[config.mk]
export PLATFORM = sky130hd
export DESIGN_NAME = pass_entry_encoder
export DESIGN_NICKNAME = d
export VERILOG_FILES = /design/src/rtl/pass_entry_encoder.sv
export SDC_FILE = /design/constraint.sdc
export NUM_CORES = 1
export LEC_CHECK = 0
export ABC_CLOCK_PERIOD_IN_PS = 3700
export CAP_MARGIN = 5
export CORE_MARGIN = 2
export CORE_UTILIZATION = 60
export CTS_BUF_LIST = sky130_fd_sc_hd__clkbuf_16
export CTS_CLUSTER_DIAMETER = 50
export DETAILED_ROUTE_END_ITERATION = 12
export PLACE_DENSITY = 0.95
export SYNTH_ARGS = -nofsm -noshare
export SYNTH_HDL_FRONTEND = slang
export SYNTH_SLANG_ARGS = --single-unit
[constraint.sdc]
create_clock -name clk -period 3.7 [get_ports clk]
set_clock_uncertainty 0.15 [all_clocks]
set_input_delay 0.74 -clock clk [delete_from_list [all_inputs] [get_ports clk]]
set_output_delay 0.74 -clock clk [all_outputs]
set_load 0.02 [all_outputs]
[src/rtl/pass_entry_encoder.sv]
// Keypad digit collector: packs up to four BCD presses into a 16-bit password word.
// Build option PASS_ENTRY_MASK_EN: display shows a dash (4'hA) for each held digit instead of its value.
module pass_entry_encoder #(
    parameter int NUM_DIGITS     = 4,
    parameter int TIMEOUT_CYCLES = 50000000
) (
    input  logic        clk,
    input  logic        rst_n,
    input  logic        key_valid,
    input  logic [3:0]  key_code,
    input  logic        key_enter,
    input  logic        key_clear,
    input  logic        key_back,
    output logic [15:0] pass_out,
    output logic        pass_valid,
    output logic        entry_err,
    output logic [2:0]  digit_cnt,
    output logic [15:0] disp_out
);

    localparam int          TIMER_W    = (TIMEOUT_CYCLES > 2) ? $clog2(TIMEOUT_CYCLES) : 1;
    localparam logic [2:0]  FULL_CNT   = 3'(NUM_DIGITS);
    localparam bit          TIMEOUT_EN = (TIMEOUT_CYCLES > 0);
    localparam logic [31:0] TIMER_LAST = (TIMEOUT_CYCLES > 0) ? 32'(TIMEOUT_CYCLES - 1) : 32'd0;

`ifdef PASS_ENTRY_MASK_EN
    localparam bit MASK_EN = 1'b1;
`else
    localparam bit MASK_EN = 1'b0;
`endif

    typedef enum logic [1:0] {
        ST_IDLE,
        ST_ENTRY,
        ST_FULL,
        ST_DONE
    } state_t;

    state_t               state_reg, state_next;
    logic [15:0]          buffer_reg, buffer_next;
    logic [2:0]           cnt_reg, cnt_next;
    logic [TIMER_W-1:0]   timer_reg, timer_next;
    logic [15:0]          pass_reg, pass_next;
    logic                 pass_valid_reg, pass_valid_next;
    logic                 err_reg, err_next;
    logic [15:0]          disp_reg, disp_next;

    logic                 accepted;
    logic [31:0]          timer_wide;
    logic                 timer_hit;

    assign timer_wide = 32'(timer_reg) + 32'd1;
    assign timer_hit  = (timer_wide >= TIMER_LAST);

    // Event decode in priority order: clear > enter > back > digit.
    always_comb begin
        state_next      = state_reg;
        buffer_next     = buffer_reg;
        cnt_next        = cnt_reg;
        timer_next      = timer_reg;
        pass_next       = pass_reg;
        pass_valid_next = 1'b0;
        err_next        = 1'b0;
        accepted        = 1'b0;

        if (state_reg == ST_DONE) begin
            // Submit cycle: every strobe is swallowed, entry already empty.
            state_next  = ST_IDLE;
            buffer_next = 16'h0000;
            cnt_next    = 3'd0;
            timer_next  = '0;
        end else begin
            if (key_clear) begin
                buffer_next = 16'h0000;
                cnt_next    = 3'd0;
                accepted    = 1'b1;
            end else if (key_enter) begin
                buffer_next = 16'h0000;
                cnt_next    = 3'd0;
                accepted    = 1'b1;
                if (cnt_reg == FULL_CNT) begin
                    pass_next       = buffer_reg;
                    pass_valid_next = 1'b1;
                end else begin
                    err_next = 1'b1;
                end
            end else if (key_back) begin
                if (cnt_reg != 3'd0) begin
                    buffer_next = {4'h0, buffer_reg[15:4]};
                    cnt_next    = cnt_reg - 3'd1;
                    accepted    = 1'b1;
                end
            end else if (key_valid) begin
                if ((key_code > 4'd9) || (cnt_reg == FULL_CNT)) begin
                    err_next = 1'b1;
                end else begin
                    buffer_next = {buffer_reg[11:0], key_code};
                    cnt_next    = cnt_reg + 3'd1;
                    accepted    = 1'b1;
                end
            end

            // Idle timer only runs while a partial entry is held and nothing was accepted.
            if (accepted || (cnt_reg == 3'd0) || !TIMEOUT_EN) begin
                timer_next = '0;
            end else if (timer_hit) begin
                buffer_next = 16'h0000;
                cnt_next    = 3'd0;
                err_next    = 1'b1;
                timer_next  = '0;
            end else begin
                timer_next = TIMER_W'(timer_wide);
            end

            if (pass_valid_next) begin
                state_next = ST_DONE;
            end else if (cnt_next == 3'd0) begin
                state_next = ST_IDLE;
            end else if (cnt_next == FULL_CNT) begin
                state_next = ST_FULL;
            end else begin
                state_next = ST_ENTRY;
            end
        end
    end

    // Display nibble gi is the gi-th newest held digit, blank (4'hF) when not held.
    genvar gi;
    generate
        for (gi = 0; gi < NUM_DIGITS; gi++) begin : g_disp
            assign disp_next[4*gi +: 4] = (3'(gi) < cnt_next)
                                        ? (MASK_EN ? 4'hA : buffer_next[4*gi +: 4])
                                        : 4'hF;
        end
    endgenerate

    always_ff @(posedge clk) begin
        if (!rst_n) begin
            state_reg      <= ST_IDLE;
            buffer_reg     <= 16'h0000;
            cnt_reg        <= 3'd0;
            timer_reg      <= '0;
            pass_reg       <= 16'h0000;
            pass_valid_reg <= 1'b0;
            err_reg        <= 1'b0;
            disp_reg       <= 16'hFFFF;
        end else begin
            state_reg      <= state_next;
            buffer_reg     <= buffer_next;
            cnt_reg        <= cnt_next;
            timer_reg      <= timer_next;
            pass_reg       <= pass_next;
            pass_valid_reg <= pass_valid_next;
            err_reg        <= err_next;
            disp_reg       <= disp_next;
        end
    end

    assign pass_out   = pass_reg;
    assign pass_valid = pass_valid_reg;
    assign entry_err  = err_reg;
    assign digit_cnt  = cnt_reg;
    assign disp_out   = disp_reg;

endmodule

# Word level (Yosys, flattened, before mapping)
# Index checks and enable logic that the tools add are counted.
dict set report word_totals {
  regBits 81
  output_inout_bits 37
  elab_cells 79
  inputBits 10
}
dict set report classes {
  bitwise 3
  eq_ne 3
  order_cmp 6
  reduce_logical 12
  n_mux 41
  n_addsub 3
}
# operator n
set ops {}
lappend ops {{16-bit two-way mux} 9}
lappend ops {{3-bit two-way mux} 10}
lappend ops {{26-bit by 1-bit adder with 27-bit output (second input constant)} 1}
lappend ops {{27-bit by 26-bit >= comparator with 1-bit output (second input constant)} 1}
lappend ops {{1-bit two-way mux} 19}
lappend ops {{2-bit AND reduction} 4}
lappend ops {{3-bit == test (second input constant)} 2}
lappend ops {{3-bit logical NOT} 2}
lappend ops {{1-bit by 3-bit less-than comparator with 1-bit output (first input constant)} 2}
lappend ops {{2-bit by 3-bit less-than comparator with 1-bit output (first input constant)} 2}
lappend ops {{2-bit two-way mux} 3}
lappend ops {{4-bit greater-than comparator (second input constant)} 1}
lappend ops {{4-bit AND reduction} 1}
lappend ops {{4-bit OR reduction} 1}
lappend ops {{3-bit by 1-bit adder with 3-bit output (second input constant)} 1}
lappend ops {{1-bit inverter} 3}
lappend ops {{3-bit nonzero test} 1}
lappend ops {{3-bit by 1-bit subtractor with 3-bit output (second input constant)} 1}
lappend ops {{2-bit == test (second input constant)} 1}
lappend ops {{1-bit logical OR} 2}
lappend ops {{2-bit OR reduction} 1}

# Logic depth before layout (Yosys ltp)
# Gate-level depths: netlist (run 1).
dict set report logic_depth {
  word_depth 15
  mapped_depth 10
  mapped_depth_nobuf 9
}

# Worst setup path before layout (run 1)
# Ideal clock, no wire load.
dict set report synth_path {
  path_kind {input to register}
  start {input key_code[2]}
  end {register disp_reg[11], in the netlist disp_out[11]}
  path_stages 7
  t_arrival_ns 2.379
  required_time_ns 3.436
  setup_slack_ns 1.057
  path_cell_list {o21ai_0 and3_1 a21oi_1 xnor2_1 a21oi_1 or3_1 a21o_1}
}
dict set report synth_via {
  elab_chain_cells 14
  word_cells_on_any_way 28
  classes_between {order compare (2); mux (23); reduce/logical (3)}
}
# element line
set synth_rtl {}
lappend synth_rtl {{start: declaration} 10} ;# input logic [3:0] key_code,
lappend synth_rtl {{4-bit greater-than comparator *} 94} ;# if ((key_code > 4'd9) || (cnt_reg == FULL_CNT)) begin
lappend synth_rtl {{1-bit logical OR *} 94}
lappend synth_rtl {{1-bit two-way mux} 94}
lappend synth_rtl {{1-bit two-way mux} 93} ;# end else if (key_valid) begin
lappend synth_rtl {{1-bit two-way mux} 87} ;# end else if (key_back) begin
lappend synth_rtl {{1-bit two-way mux} 77} ;# end else if (key_enter) begin
lappend synth_rtl {{1-bit two-way mux} 73} ;# if (key_clear) begin
lappend synth_rtl {{1-bit two-way mux} 66} ;# if (state_reg == ST_DONE) begin
lappend synth_rtl {{1-bit logical OR} 104} ;# if (accepted || (cnt_reg == 3'd0) || !TIMEOUT_EN) begin
lappend synth_rtl {{3-bit two-way mux} 104}
lappend synth_rtl {{3-bit two-way mux (2 in series)} 66}
lappend synth_rtl {{2-bit by 3-bit less-than comparator with 1-bit output} 131} ;# assign disp_next[4*gi +: 4] = (3'(gi) < cnt_next)
lappend synth_rtl {{2-bit AND reduction (no source line)} --}
lappend synth_rtl {{end signal: assignment} 155} ;# disp_reg <= disp_next;
lappend synth_rtl {{end: declaration} 46} ;# logic [15:0] disp_reg, disp_next;
# Mark *: on every way between the ends. The rest lies on a longest branch, timed or not. The select of a mux whose other input is x is not followed.
# A chain may end at the register's enable or synchronous reset.

# Final worst setup path (run 1)
dict set report layout_path {
  start {register timer_reg[12]}
  end {register timer_reg[21]}
}
dict set report layout_via {
  elab_chain_cells 3
}
# element line
set layout_rtl {}
lappend layout_rtl {{start: declaration} 42} ;# logic [TIMER_W-1:0] timer_reg, timer_next;
lappend layout_rtl {{start signal: assignment} 151} ;# timer_reg <= timer_next;
lappend layout_rtl {{26-bit by 1-bit adder with 27-bit output *} 52} ;# assign timer_wide = 32'(timer_reg) + 32'd1;
lappend layout_rtl {{27-bit by 26-bit >= comparator with 1-bit output} 53} ;# assign timer_hit = (timer_wide >= TIMER_LAST);
lappend layout_rtl {{4-bit OR reduction (no source line)} --}
# Mark *: on every way between the ends. The rest lies on a longest branch, timed or not.

==> results_tabular.tex, run 1 <==
\begin{tabular}{lr}
\hline
Metric & Value \\
\hline
\multicolumn{2}{l}{\textbf{STA}} \\
\quad Worst Max-Slew Pin Slew & 659 ps \\
\quad Setup TNS & 0 ps \\
\quad Setup-violating endpoint count in the final report & 0 \\
\quad Number of endpoints with negative hold slack in the final report & 0 \\
\quad Final worst slack & 348 ps \\
\quad Relative slew slack & 0.560 \\
\quad Highest clock frequency the design can meet & 0.298 GHz \\
\quad Time the worst path needs with I/O delays and setup & 3350 ps \\
\quad Setup repair after global routing missed its margin & no \\
\quad Post-route fraction of the period consumed by the critical path & 0.906 \\
\quad Count of final max-slew check failures & 0 \\
\multicolumn{2}{l}{\textbf{Synth}} \\
\quad XOR/XNOR Fraction of Synth Area & 0.0532 \\
\quad Primary flip-flop cell chosen by synthesis mapping & sky130\_fd\_sc\_hd\_\_dfxtp\_1 \\
\quad Sequential-to-total area share from yosys stat & 0.410 \\
\quad Syn Std Cell Area & 0.00395 mm\^{}2 \\
\quad Compound-gate portion of the synthesized area & 0.183 \\
\quad Unique cell type count in the Yosys netlist & 50 \\
\quad Post-Synthesis Mean Instance Area & 8.25 um\^{}2 \\
\quad Adder and majority cell fraction of the synthesized area & 0.0158 \\
\quad Number of enable-type register cells in the synthesized netlist & 0 \\
\quad Largest family of logic cells by synthesized area & simple AND/OR/NAND/NOR gates \\
\quad Fraction of registers with async set/reset & 0 \\
\quad Share of cell area taken by muxes after synthesis & 0.00759 \\
\quad Net Count, Synth & 494 \\
\quad Number of synthesis warnings & 0 \\
\quad Simple-Gate Fraction of Synth Area & 0.296 \\
\quad Number of instances in the synthesized netlist & 479 \\
\quad Flop and latch count out of synthesis & 81 \\
\quad Cell type with the largest total area after synthesis & sky130\_fd\_sc\_hd\_\_dfxtp\_1 \\
\quad Synth top area cells & sky130\_fd\_sc\_hd\_\_dfxtp\_1 41\%, sky130\_fd\_sc\_hd\_\_nand2\_1 7.3\%, sky130\_fd\_sc\_hd\_\_a21oi\_1 3.8\%, sky130\_fd\_sc\_hd\_\_nor2\_1 3.3\%, sky130\_fd\_sc\_hd\_\_nor3\_2 3.3\% \\
\quad Share of the synthesized area in the top cell type & 0.410 \\
\multicolumn{2}{l}{\textbf{Min path}} \\
\quad Class of the worst hold path & reg2reg \\
\quad Start point of the worst hold path & pass\_out[14] \\
\multicolumn{2}{l}{\textbf{Critical path}} \\
\quad Startpoint type of the worst setup path & flip-flop \\
\quad Endpoint of the worst setup timing path & timer\_reg[21] \\
\quad Category of the critical setup timing path & reg2reg \\
\quad Worst path arrival time & 3450 ps \\
\quad Largest fanout of any net on the critical path & 18 \\
\quad FF-to-FF path depth & 8 \\
\quad CP endpoint kind & flip-flop \\
\quad Endpoint of the lowest-slack register-to-register path & timer\_reg[21] \\
\quad Internal reg-to-reg setup slack & 350 ps \\
\quad Critical path data required time & 3790 ps \\
\quad Launching point of the worst reg2reg path & timer\_reg[12] \\
\quad Launch point of the critical path & timer\_reg[12] \\
\multicolumn{2}{l}{\textbf{Die}} \\
\quad Starting density of the core & 0.623 \\
\quad Core Rows & 29 \\
\quad Area enclosed by the die boundary & 0.00725 mm\^{}2 \\
\quad Die W & 85.2 um \\
\quad Io pins & 47 \\
\quad Area of the placeable core & 0.00635 mm\^{}2 \\
\quad Die extent in y & 85.2 um \\
\multicolumn{2}{l}{\textbf{Global routing}} \\
\quad First-pass GRT wire length & 18,100 um \\
\quad Met3 Resource Use GR & 0.0535 \\
\quad Global router's overall resource usage & 0.314 \\
\quad Via count of the first global-routing pass & 3,671 \\
\quad Most used routing layer in global routing & met2 \\
\quad Residual overflow from global routing & 0 \\
\quad Met2 layer usage reported by global route & 0.495 \\
\quad Pin count of the biggest net entering global routing & 37 \\
\quad Met1 track demand over resource in global routing & 0.418 \\
\quad Number of antenna violations at the first check in global routing & 0 \\
\multicolumn{2}{l}{\textbf{Place}} \\
\quad Weighted congestion reported at the end of routability-driven placement & 0.941 \\
\quad Placed Cells incl. Taps & 585 \\
\quad Half-perimeter wire length after placement & 7100 um \\
\quad Buffers added on ports & 46 \\
\quad Post-placement setup slack & 298 ps \\
\multicolumn{2}{l}{\textbf{Clock network}} \\
\quad Max clock buf depth & 2 \\
\quad CTS H-tree lvls & 3 \\
\quad CTS Buf Count & 9 \\
\quad TritonCTS sink count & 81 \\
\quad Clock tree from TritonCTS & yes \\
\quad Clock insertion delay at the later pin of the skew report & 340 ps \\
\quad Gates resized, CTS repair & 0 \\
\quad Clock-pin slew on the worst setup and hold paths & 70 ps \\
\quad Setup bufs post-CTS & 0 \\
\quad Root cell of the clock tree & sky130\_fd\_sc\_hd\_\_clkbuf\_16 \\
\quad Post-cts hold buffer count & 0 \\
\multicolumn{2}{l}{\textbf{Layout}} \\
\quad Leading cell types in the layout, fill and taps excluded & 81 x sky130\_fd\_sc\_hd\_\_dfxtp\_1, 77 x sky130\_fd\_sc\_hd\_\_nand2\_1, 46 x sky130\_fd\_sc\_hd\_\_clkdlybuf4s50\_1 \\
\quad Final non-filler cell total & 601 \\
\quad Leading cell type in the layout, fill and taps excluded & sky130\_fd\_sc\_hd\_\_dfxtp\_1 \\
\quad Core occupancy in the finished layout & 0.751 \\
\quad Max reg flops & 26 \\
\quad Layout cell share with drive strength beyond 1 & 0.0973 \\
\quad Area growth syn-to-layout & 20.6\% \\
\quad NumNets Final & 534 \\
\quad Count of antenna diodes in the layout & 0 \\
\quad Fillcell total & 387 \\
\multicolumn{2}{l}{\textbf{Drt}} \\
\quad Routed wire length per instance & 18.3 um \\
\quad Via Count & 3,900 \\
\quad Via density per instance & 6.49 \\
\quad Number of DRC markers in iteration 0 & 522 \\
\quad Drc violations & 0 \\
\quad Final ANT Viol Nets & 0 \\
\quad Post-Route WL & 11,000 um \\
\quad Pre-antenna DRT Iters & 5 \\
\multicolumn{2}{l}{\textbf{Outcome}} \\
\quad Status & finished clean \\
\multicolumn{2}{l}{\textbf{Power}} \\
\quad Power density normalized to cell area & 376 mW/mm\^{}2 \\
\quad Internal & 1370 uW \\
\quad Combinational cell fraction of total power & 0.047 \\
\quad Relative contribution of sequential cells to total power & 0.491 \\
\quad Leakage power of the design & 0.00163 uW \\
\quad Maximum VDD drop & 0.398 mV \\
\quad Switching component of the power & 425 uW \\
\quad Proportion of total power due to net switching & 0.237 \\
\quad Part of the total power dissipated in the clock network & 0.462 \\
\quad Pwr Total & 1790 uW \\
\multicolumn{2}{l}{\textbf{Run}} \\
\quad \# Max-Cap Violations & 0 \\
\hline
\end{tabular}
[logic make-up after synthesis]
| logic type | count (synthesis) |
|---|---|
| fa+ha+maj | 5 |
| mux | 3 |
| simple gates | 223 |
| compound gates | 110 |
| xor+xnor | 24 |
| flops | 81 |
| buf+inv | 33 |
[per-stage QoR]
stage	cell area, um^2	hold slack [ps]
2_1_floorplan	3950	304
3_5_place_dp	4490	311
6_report	4770	314
4_1_cts	4770	319
5_1_grt	4770	353
3_3_place_gp	4490	304
[cell usage after synthesis, drive strengths merged (4+ instances only)]
library cell and instances:
or2 4, clkbuf 20, a22o 4, and3 8, nand4 7, ha 5
nand3 13, a21o 17, nor3 35, or3 18, dfxtp 81, xor2 13
a21boi 17, inv 5, nor4 8, buf 8, nor2 35, xnor2 11
a21oi 30, nand2 77, o22ai 13, o21ai 11, a211oi 4
[power groups by stage]
stage          logic [uW]  clock network, uW  registers [uW]
3_3_place_gp         75.6                  0             900
6_report             84.1                829             881
2_1_floorplan        45.8                  0             902
3_5_place_dp         78.4                  0             900
4_1_cts              81.2                832             881
5_1_grt              89.7                868             881
[layer usage]
layer | part of all wire | up-vias
li1 | - | 1789
met1 | 0.40 | 1835
met2 | 0.48 | 237
met3 | 0.091 | 39
met4 | 0.032 | 0
met5 | 0 | -
[critical path, cell delays in order (launching register included)]
cell	delay (ps)
sky130_fd_sc_hd__dfxtp_1	450
sky130_fd_sc_hd__nand3_1	220
sky130_fd_sc_hd__or4_1	740
sky130_fd_sc_hd__nor3_4	320
sky130_fd_sc_hd__nand2_1	90
sky130_fd_sc_hd__a31oi_1	250
sky130_fd_sc_hd__nand3_2	420
sky130_fd_sc_hd__buf_4	370
sky130_fd_sc_hd__nor3_1	240
[area by class of cell]
cell class / instances / area [um^2] / area share
clock buffers: 9 / 225 / 0.0472
multi-input cells: 365 / 2200 / 0.460
clock inverters: 7 / 56.3 / 0.0118
repair buffers: 57 / 556 / 0.116
well taps: 77 / 96.3 / 0.0202
flip-flops and latches: 81 / 1620 / 0.340
inverters: 5 / 18.8 / 0.00393
[worst min-delay path by stage]
stage	endpoint	slack [ps]	cells past startpoint
floorplan	pass_out[12]	300	2
global placement	pass_out[5]	300	2
detailed placement	pass_out[10]	310	2
finish	pass_out[14]	310	2
global route	pass_out[14]	350	2
CTS	pass_out[14]	320	2
(Power assumes the default switching activity.)
==> inputs of run 2 (changes only) <==
Settings changed: ABC_AREA set to 1, CORE_MARGIN 2 to 5.
==> results_tabular.tex, run 2 <==
\begin{tabular}{lr}
\hline
Metric & Value \\
\hline
\multicolumn{2}{l}{\textbf{Critical path}} \\
\quad Slowest stage cell, crit path & sky130\_fd\_sc\_hd\_\_clkdlybuf4s50\_1 \\
\quad Cell breakdown of the critical path & clkdlybuf4s50\_1, o21ai\_0, nand2\_1, nor2\_1, inv\_1, a21oi\_1, o21ai\_0, o21ai\_0, nand3\_2, nor2\_1 \\
\quad Largest fanout of any net on the critical path & 21 (+3) \\
\quad Worst Path Buf+Inv & 2 (+1) \\
\quad Worst path top cell family by delay & compound AO/OA/AOI/OAI gates \\
\quad Category of the critical setup timing path & in2reg \\
\quad Worst path arrival time & 3340 ps (-110 ps) \\
\quad Delay of the slowest cell on the worst path & 430 ps (-310 ps) \\
\quad Startpoint type of the worst setup path & input pin \\
\quad Top cell by count, worst path & sky130\_fd\_sc\_hd\_\_o21ai\_0 \\
\quad Critical path data required time & 3820 ps (+30 ps) \\
\quad CP endpoint kind & flip-flop \\
\multicolumn{2}{l}{\textbf{Synth}} \\
\quad Sequential-to-total area share from yosys stat & 0.394 (-0.0163) \\
\quad Fraction of registers with async set/reset & 0 (unchanged) \\
\quad Synth top area cells & sky130\_fd\_sc\_hd\_\_dfxtp\_1 39\%, sky130\_fd\_sc\_hd\_\_nand2\_1 13\%, sky130\_fd\_sc\_hd\_\_nor2\_1 9.6\%, sky130\_fd\_sc\_hd\_\_o21ai\_0 6.6\%, sky130\_fd\_sc\_hd\_\_inv\_1 5.7\% \\
\quad Share of the synthesized area in the top cell type & 0.394 (-0.0163) \\
\quad Number of enable-type register cells in the synthesized netlist & 0 (unchanged) \\
\quad Number of synthesis warnings & 0 (unchanged) \\
\quad Cell type with the largest total area after synthesis & sky130\_fd\_sc\_hd\_\_dfxtp\_1 \\
\quad Number of instances in the synthesized netlist & 608 (+27\%) \\
\quad Syn Std Cell Area & 0.00412 mm\^{}2 (+4.1\%) \\
\quad Primary flip-flop cell chosen by synthesis mapping & sky130\_fd\_sc\_hd\_\_dfxtp\_1 \\
\quad Leading cell types by count after synthesis & 138 x sky130\_fd\_sc\_hd\_\_nand2\_1, 105 x sky130\_fd\_sc\_hd\_\_nor2\_1, 81 x sky130\_fd\_sc\_hd\_\_dfxtp\_1 \\
\quad Net Count, Synth & 623 (+26\%) \\
\quad Cell with the most instances after synthesis & sky130\_fd\_sc\_hd\_\_nand2\_1 \\
\quad Unique cell type count in the Yosys netlist & 35 (-30\%) \\
\quad Flop and latch count out of synthesis & 81 (unchanged) \\
\quad Post-Synthesis Mean Instance Area & 6.77 um\^{}2 (-18\%) \\
\multicolumn{2}{l}{\textbf{Place}} \\
\quad Placed Cells incl. Taps & 724 (+24\%) \\
\quad Weighted congestion reported at the end of routability-driven placement & 0.923 (-1.9\%) \\
\quad Half-perimeter wire length after placement & 8190 um (+15\%) \\
\quad Buffers added on ports & 46 (unchanged) \\
\multicolumn{2}{l}{\textbf{STA}} \\
\quad Count of final max-slew check failures & 0 (unchanged) \\
\quad Relative slew slack & 0.560 (+0.000638) \\
\quad Time the worst path needs with I/O delays and setup & 3220 ps (-133 ps) \\
\quad Setup-violating endpoint count in the final report & 0 (unchanged) \\
\quad Setup repair after global routing missed its margin & no \\
\quad Setup TNS & 0 ps (unchanged) \\
\quad Worst Max-Slew Pin Slew & 659 ps (+0.282 ps) \\
\quad Highest clock frequency the design can meet & 0.311 GHz (+4.1\%) \\
\quad Post-route fraction of the period consumed by the critical path & 0.870 (-0.0360) \\
\quad Number of endpoints with negative hold slack in the final report & 0 (unchanged) \\
\multicolumn{2}{l}{\textbf{Die}} \\
\quad Die W & 92.8 um (+9.0\%) \\
\quad Area enclosed by the die boundary & 0.00862 mm\^{}2 (+19\%) \\
\quad Starting density of the core & 0.613 (-0.00981) \\
\quad Die extent in y & 92.8 um (+9.0\%) \\
\quad Io pins & 47 (unchanged) \\
\quad Area of the placeable core & 0.00672 mm\^{}2 (+5.8\%) \\
\quad Core Rows & 30 (+3.4\%) \\
\multicolumn{2}{l}{\textbf{Clock network}} \\
\quad Max clock buf depth & 2 (unchanged) \\
\quad Clock insertion delay at the later pin of the skew report & 350 ps (about the same) \\
\quad CTS H-tree lvls & 3 (unchanged) \\
\quad Gates resized, CTS repair & 0 (unchanged) \\
\quad Post-cts hold buffer count & 0 (unchanged) \\
\quad TritonCTS sink count & 81 (unchanged) \\
\quad CTS Buf Count & 9 (unchanged) \\
\quad Clock tree from TritonCTS & yes \\
\quad Setup bufs post-CTS & 0 (unchanged) \\
\quad Root cell of the clock tree & sky130\_fd\_sc\_hd\_\_clkbuf\_16 \\
\quad Clock-pin slew on the worst setup and hold paths & 60 ps (about the same) \\
\multicolumn{2}{l}{\textbf{Layout}} \\
\quad Layout cell share with drive strength beyond 1 & 0.0924 (-0.00490) \\
\quad Count of antenna diodes in the layout & 0 (unchanged) \\
\quad Max reg flops & 26 (unchanged) \\
\quad Fillcell total & 454 (+17\%) \\
\quad Leading cell type in the layout, fill and taps excluded & sky130\_fd\_sc\_hd\_\_nand2\_1 \\
\quad Area growth syn-to-layout & 20.5\% (about the same) \\
\quad Leading cell types in the layout, fill and taps excluded & 138 x sky130\_fd\_sc\_hd\_\_nand2\_1, 105 x sky130\_fd\_sc\_hd\_\_nor2\_1, 81 x sky130\_fd\_sc\_hd\_\_dfxtp\_1 \\
\quad NumNets Final & 670 (+25\%) \\
\quad Final non-filler cell total & 740 (+23\%) \\
\multicolumn{2}{l}{\textbf{Drt}} \\
\quad Via density per instance & 5.89 (-9.2\%) \\
\quad Number of DRC markers in iteration 0 & 515 (-1.3\%) \\
\quad Post-Route WL & 11,600 um (+5.4\%) \\
\quad Routed wire length per instance & 15.6 um (-14\%) \\
\quad Drc violations & 0 (unchanged) \\
\quad Final ANT Viol Nets & 0 (unchanged) \\
\quad Pre-antenna DRT Iters & 6 (+1) \\
\quad Via Count & 4,362 (+12\%) \\
\multicolumn{2}{l}{\textbf{Global routing}} \\
\quad Number of antenna violations at the first check in global routing & 0 (unchanged) \\
\quad Residual overflow from global routing & 0 (unchanged) \\
\quad Via count of the first global-routing pass & 4,125 (+12\%) \\
\quad Pin count of the biggest net entering global routing & 32 (-14\%) \\
\quad First-pass GRT wire length & 19,400 um (+7.6\%) \\
\quad Global router's overall resource usage & 0.283 (-0.0302) \\
\multicolumn{2}{l}{\textbf{Power}} \\
\quad Proportion of total power due to net switching & 0.242 (+0.00495) \\
\quad Maximum VDD drop & 0.292 mV (-27\%) \\
\quad Internal & 1450 uW (+6.1\%) \\
\quad Switching component of the power & 463 uW (+9.1\%) \\
\quad Combinational cell fraction of total power & 0.055 (+0.008) \\
\quad Leakage power of the design & 0.00183 uW (+12\%) \\
\quad Power density normalized to cell area & 386 mW/mm\^{}2 (+2.7\%) \\
\quad Part of the total power dissipated in the clock network & 0.484 (+0.022) \\
\quad Pwr Total & 1920 uW (+6.8\%) \\
\quad Relative contribution of sequential cells to total power & 0.461 (-0.030) \\
\multicolumn{2}{l}{\textbf{Min path}} \\
\quad Class of the worst hold path & reg2reg \\
\multicolumn{2}{l}{\textbf{Run}} \\
\quad \# Max-Cap Violations & 0 (unchanged) \\
\multicolumn{2}{l}{\textbf{Outcome}} \\
\quad Status & finished clean \\
\hline
\end{tabular}
==> run 2: per-layer routing <==
layer	vias to the layer above	global-route usage	routed length [um]
met3	58	0.0699	1100
met1	1969	0.365	4660
met2	282	0.437	5370
met5	-	0	0
li1	2053	-	-
met4	0	0.148	448
==> run 2: layout make-up <==
type / instances / area [um^2] / area share
multi-input combinational: 443 / 2170 / 0.437
sequential: 81 / 1620 / 0.327
timing repair buffer: 52 / 505 / 0.102
inverter: 68 / 255 / 0.0514
clock buffer: 9 / 225 / 0.0454
tap: 80 / 100 / 0.0202
clock inverter: 7 / 85.1 / 0.0171
==> run 2: through the flow <==
step | worst slack (ps) | util | hold WS, ps | instance area (um^2)
floorplan | 1330 | - | 292 | 4120
global placement | 524 | 0.693 | 337 | 4650
detailed placement | 354 | 0.693 | 333 | 4650
CTS | 616 | 0.739 | 345 | 4960
global route | 378 | 0.739 | 368 | 4960
finish | 481 | 0.739 | 357 | 4960
==> run 2: power groups by stage <==
stage | Clock [uW] | Sequential (uW) | Combinational, uW
CTS | 934 | 883 | 102
floorplan | 0 | 908 | 56.2
finish | 927 | 883 | 106
global route | 977 | 883 | 114
detailed placement | 0 | 903 | 99.4
global placement | 0 | 902 | 96.2
==> run 2: cells by family (layout without fill, tap and decap cells) <==
| kind of cell | after synthesis | after routing | synth area share |
|---|---|---|---|
| AND/OR/NAND/NOR | 329 | 329 | 0.371 |
| AO/OA/AOI/OAI | 106 | 106 | 0.135 |
| buffers and inverters | 84 | 136 | 0.0790 |
| flip-flops | 81 | 81 | 0.394 |
| adder cells (fa/ha/maj) | 5 | 5 | 0.0152 |
| XOR/XNOR | 3 | 3 | 0.00638 |
==> run 2: worst min-delay path, stage by stage, from the launching register on <==
cell and delay (ps):
sky130_fd_sc_hd__dfxtp_1 310, sky130_fd_sc_hd__inv_1 80, sky130_fd_sc_hd__a21oi_1 60
==> run 2: final timing paths <==
kind / start / end / depth (start not counted) / slack, ps
worst min register to register: buffer_reg[13] / pass_out[13] / 2 / 360
worst max register to register: timer_reg[0] / timer_reg[13] / 13 / 660
worst min-delay path: buffer_reg[13] / pass_out[13] / 2 / 360
worst max-delay path: key_code[2] / buffer_reg[4] / 10 / 480
==> inputs of run 3 (changes only) <==
Settings changed: CAP_MARGIN 5 to not set.
==> results of run 3 <==
No change in the layout: final DEF, timing and power equal those of run 2.
==> patch 1 (flow settings as in run 2) <==
The output `entry_err` loses its register stage (`err_reg` becomes a continuous assignment).
--- a/src/rtl/pass_entry_encoder.sv
+++ b/src/rtl/pass_entry_encoder.sv
@@ -142,7 +142,6 @@
             timer_reg      <= '0;
             pass_reg       <= 16'h0000;
             pass_valid_reg <= 1'b0;
-            err_reg        <= 1'b0;
             disp_reg       <= 16'hFFFF;
         end else begin
             state_reg      <= state_next;
@@ -151,10 +150,11 @@
             timer_reg      <= timer_next;
             pass_reg       <= pass_next;
             pass_valid_reg <= pass_valid_next;
-            err_reg        <= err_next;
             disp_reg       <= disp_next;
         end
     end
+
+    assign err_reg = err_next;
 
     assign pass_out   = pass_reg;
     assign pass_valid = pass_valid_reg;
Formal check against the unedited RTL: not equivalent (Yosys sat finds a counterexample within 4 cycles, from zero or initial values and one cycle with rst_n low).
==> patch 1 against run 2 <==
  * Final area decreased by 0.66%
  * Setup slack got worse by 0.27 ns
  * Sequential share of layout area decreased by 0.17 points
  * Wire length decreased by 2.0%
  * Global-route usage decreased by 1.5 points
  * Area after synthesis decreased by 2.4%
  * Synthesized cell count decreased by 4.6%
  * Total power increased by 1.3%
  * Critical path depth increased by 4
  * First-iteration DRC count decreased by 17%
  * Sequential power decreased by 0.5%
  * Sequential cell count decreased by 1
  * Combinational power increased by 34%
==> patch 1: results (changes against run 2) <==
synth:
  synth.net_count: 595  # -4.5%
  synthAdderAreaFrac_pct: 1.56  # +0.037 points
  yosys_warnings: 0  # unchanged
  synth_mux_area_share_pct: 0  # unchanged
  synthArstFlopShare_pct: 0  # unchanged
  yosysSeqAreaShare_pct: 39.9  # +0.47 points
  synth_common_cells: "nand2_1, nor2_1, dfxtp_1, inv_1, o21ai_0"
  synth_cell_types: 40  # +14%
  synth-compound-area-share_pct: 14.2  # +0.74 points
  synth.area.top_cells: "dfxtp_1, nand2_1, nor2_1"
  yosysMostFrequentCell: "nand2_1"
  avgSynthCellArea_um2: 6.93  # +2.3%
  synth-xor-area-share_pct: 1.71  # +1.1 points
worst_setup_path:
  ff2ff_path_depth: 17  # +4
  arrival_ns: 2.60  # -0.74 ns
  cp-startpoint: "timer_reg[1]"
  cp_max_fo: 6  # -71%
  r2r_slack_ns: 0.74  # +0.08 ns
  cp-endpoint: "entry_err"
  r2r_end: "disp_out[12]"
clocking:
  ctsHoldBuffers: 0  # unchanged
  htreeDepth: 3  # unchanged
  clockRootBuffer: "clkbuf_16"
  cts_setup_buffers: 0  # unchanged
  clk_latency_ns: 0.34
  ctsResizeCount: 3  # +3
  cts_buffers: 9  # unchanged
  cts_buffer_depth: 2  # unchanged
  clk_pin_slew_ns: 0.06  # about the same
timing:
  worst_slew_pin_slew_ns: 0.618  # -0.0412 ns
  fin_ws_ns: 0.211  # -0.269 ns
layout:
  nFillCells: 426  # -6.2%
  drive_above_1_share_pct: 11.4  # +2.1 points
  nets: 653  # -2.5%
  largest_reg_flops: 26  # unchanged
  diodes: 0  # unchanged
placed_design:
  dp_cells: 703  # -2.9%
  place_hpwl_um: 7900  # -3.6%
  port_buffers: 46  # unchanged
  place_ws_ns: -0.0988  # -0.453 ns
  gp_congestion: 0.933  # +1.0%
  placed_cell_area_mm2: 0.00461  # -1.0%
power_and_ir_drop:
  power.leakage_nw: 2.01  # +9.6%
  ir_drop_uv: 276  # -5.4%
worst_hold_path:
  hold_path_class: "flop to flop"
  min_from: "timer_reg[0]"
detailed_routing:
  first_pass_iters: 5  # -1
  vias_per_cell: 5.85  # -0.83%
  drt-initial-drc-count: 428  # -17%
  detail_route.wl_per_cell_um: 15.7  # +0.69%
  vias: 4209  # -3.5%
global_routing:
  grt_pass1_vias: 4102  # -0.56%
  antenna_found_initial: 0  # unchanged
  groute.usage.overall_pct: 26.8  # -1.5 points
  grt_pass1_wl_um: 18600  # -4.5%
  grt_start_max_net_pins: 29  # -9.4%
status:
  status: "completed"
-- patch 1: cell types whose count changed in the layout (fill, tap and decap cells not counted), sizes merged, moves of 4 or more --
cell,before,now
o21ai,58,42
a31oi,0,4
nand3,45,39
o211ai,2,9
buf,6,16
nor2,115,98
-- patch 1: routing by layer --
layer | global-route usage (%) | vias up | wire, um
met5 | 0 | - | 0
met4 | 15.2 | 0 | 460
met3 | 3.93 | 54 | 907
met2 | 46.4 | 237 | 5610
met1 | 31.8 | 1922 | 4360
li1 | - | 1996 | -
-- patch 1: critical path, cell delays in order, from the launching register on --
cell	delay (ns)
dfxtp_1	0.38
ha_2	0.23
nand2_1	0.11
nor2_4	0.24
nand2_4	0.12
nor2_8	0.15
nand2_2	0.08
xnor2_2	0.14
nand3_1	0.08
nor2_1	0.11
nand2_1	0.08
nand2_2	0.10
nand3_2	0.12
a21oi_2	0.15
buf_4	0.16
-- patch 1: layout make-up --
| class | count | area, um2 | area share (%) |
|---|---|---|---|
| Clock buffer | 9 | 225 | 4.57 |
| Clock inverter | 7 | 83.8 | 1.70 |
| Inverter | 69 | 259 | 5.25 |
| Multi-Input combinational cell | 417 | 2090 | 42.5 |
| Sequential cell | 80 | 1600 | 32.5 |
| Tap cell | 77 | 96.3 | 1.95 |
| Timing Repair Buffer | 61 | 571 | 11.6 |
-- patch 1: how the worst min path moves through the flow --
stage / to / slack, ns / cells after the start
after floorplan: pass_out[13] / 0.30 / 2
after global placement: pass_out[7] / 0.32 / 2
after detailed placement: pass_out[7] / 0.33 / 2
after CTS: pass_out[13] / 0.36 / 2
after global routing: timer_reg[0] / 0.37 / 1
final: timer_reg[0] / 0.32 / 1
-- patch 1: where the power goes --
part	total [mW]	internal (mW)	switching, mW
clock	0.921	0.536	0.385
sequential	0.879	0.873	0.00616
combinational	0.142	0.0556	0.0862
==> patch 2 (flow settings as in run 2) <==
Without the edit above. The parameter `TIMEOUT_CYCLES` goes from 50000000 to 100000000.
--- a/src/rtl/pass_entry_encoder.sv
+++ b/src/rtl/pass_entry_encoder.sv
@@ -2,7 +2,7 @@
 // Build option PASS_ENTRY_MASK_EN: display shows a dash (4'hA) for each held digit instead of its value.
 module pass_entry_encoder #(
     parameter int NUM_DIGITS     = 4,
-    parameter int TIMEOUT_CYCLES = 50000000
+    parameter int TIMEOUT_CYCLES = 100000000
 ) (
     input  logic        clk,
     input  logic        rst_n,
Formal check against the unedited RTL: no difference found for any inputs over 4 cycles, from zero or initial values and one cycle with rst_n low; that may be too few to reach the edited logic, so the function may still have changed.
==> patch 2 against run 2 <==
  * Area after synthesis rose by 1.3%
  * Sequential cell count rose by 1
  * Critical path depth fell by 2
  * Count of clock-buffer cells in the layout did not move
  * Total power fell by 3.3%
  * Final cell count rose by 3.4%
  * Final area rose by 0.78%
  * Core utilization fell by 0.25 points
  * Wire length fell by 2.3%
  * Synthesized cell count rose by 1.6%
  * Register-to-register slack improved by 0.15 ns
  * Setup slack improved by 0.12 ns
  * Via count fell by 2.4%
  * Clock power fell by 7.2%
  * Largest cell class unchanged
  * Largest power group is now sequential cells
  * Highest routed layer unchanged
==> patch 2: results (changes against run 2) <==
clocking:
  clk_pin_slew_ns: 0.06  # about the same
  htreeDepth: 3  # unchanged
  cts_buffers: 9  # unchanged
  cts_buffer_depth: 2  # unchanged
  ctsResizeCount: 0  # unchanged
  clockRootBuffer: "clkbuf_16"
  clk_latency_ns: 0.33  # -0.02 ns
  cts_setup_buffers: 0  # unchanged
layout:
  nets: 680  # +1.5%
  largest_reg_flops: 27  # +3.8%
  diodes: 0  # unchanged
  drive_above_1_share_pct: 10.8  # +1.5 points
worst_hold_path:
  hold_path_class: "flop to flop"
global_routing:
  grt_start_max_net_pins: 32  # unchanged
  antenna_found_initial: 0  # unchanged
  groute.usage.overall_pct: 27.4  # -0.97 points
  grt_pass1_vias: 4008  # -2.8%
  grt_pass1_wl_um: 19000  # -2.1%
worst_setup_path:
  cp_max_fo: 12  # -43%
  critical-path-top-delay-family: "compound AO/OA/AOI/OAI gates"
  crit_slowest_cell: "a21oi_4"
  cp_slowest_stage_delay_ns: 0.46  # +0.03 ns
  arrival_ns: 3.21  # -0.13 ns
synth:
  synth_mux_area_share_pct: 0  # unchanged
  synth_common_cells: "nand2_1, nor2_1, dfxtp_1, inv_1, o21ai_0"
  yosysMostFrequentCell: "nand2_1"
  synth-compound-area-share_pct: 15.3  # +1.8 points
  avgSynthCellArea_um2: 6.75  # -0.33%
  synthArstFlopShare_pct: 0  # unchanged
  synth_cell_types: 39  # +11%
  synth.area.top_cells: "dfxtp_1, nand2_1, nor2_1"
  yosys_warnings: 0  # unchanged
  ys.flop_type: "dfxtp_1"
  yosysSeqAreaShare_pct: 39.4  # about the same
  synthAdderAreaFrac_pct: 1.50  # -0.020 points
  synth-xor-area-share_pct: 0.210  # -0.43 points
  synth.net_count: 633  # +1.6%
placed_design:
  dp_cells: 750  # +3.6%
  port_buffers: 46  # unchanged
  place_hpwl_um: 8250  # +0.69%
  gp_congestion: 0.966  # +4.6%
  place_ws_ns: 0.429  # +0.0753 ns
power_and_ir_drop:
  ir_drop_uv: 258  # -11%
  power.leakage_nw: 1.91  # +4.5%
detailed_routing:
  vias: 4258  # -2.4%
  first_pass_iters: 5  # -1
  drt-initial-drc-count: 506  # -1.7%
  detail_route.wl_per_cell_um: 14.8  # -5.5%
  routed_wl_um: 11300  # -2.3%
timing:
  worst_slew_pin_slew_ns: 0.580  # -0.0786 ns
status:
  status: "completed"
## patch 2: final timing paths
check                     from            end  slack, ns  cells after the start
setup / recovery   key_code[2]  buffer_reg[7]       0.60                      8
hold reg to reg   timer_reg[0]   timer_reg[0]       0.33                      1
setup reg to reg  timer_reg[0]  buffer_reg[7]       0.81                     15
hold / removal    timer_reg[0]   timer_reg[0]       0.33                      1
## patch 2: kinds of logic (layout without fill, tap and decap cells)
group	Yosys count	after routing
and+or+nand+nor	334	334
DFF	82	82
xor gates and xnor gates	1	1
adders and majority gates	5	5
AOI/OAI and AO/OA	112	112
buffers and inverters	84	135
## patch 2: report_power, final
group / switching, mW / total (mW) / internal, mW / leakage [nW]
Clock: 0.347 / 0.860 / 0.514 / 0.136
Sequential: 0.00439 / 0.894 / 0.889 / 0.662
Combinational: 0.0632 / 0.0996 / 0.0363 / 1.11
Total: 0.414 / 1.85 / 1.44 / 1.91
## patch 2: layout make-up
cell class	instances	area [um2]
clock inverters	6	58.8
multi-input cells	452	2200
repair buffers	52	505
clock buffers	9	225
inverters	68	255
well taps	96	120
flip-flops and latches	82	1640
fillers	511	1790
## patch 2: per-layer routing
metal	global-route usage [%]	part of all wire [%]	vias up
li1	-	-	2068
met1	36.2	41	1913
met2	44.8	48	248
met3	4.18	8.8	29
met4	10.5	2.3	0
met5	0	0	-
## patch 2: through the flow
step	utilization [%]	total power, mW	instance area, um2
global placement	69.4	1.01	4720
finish	73.6	1.85	5000
CTS	73.6	1.85	5000
global route	73.6	1.91	5000
floorplan	-	0.975	4170
detailed placement	69.4	1.01	4720
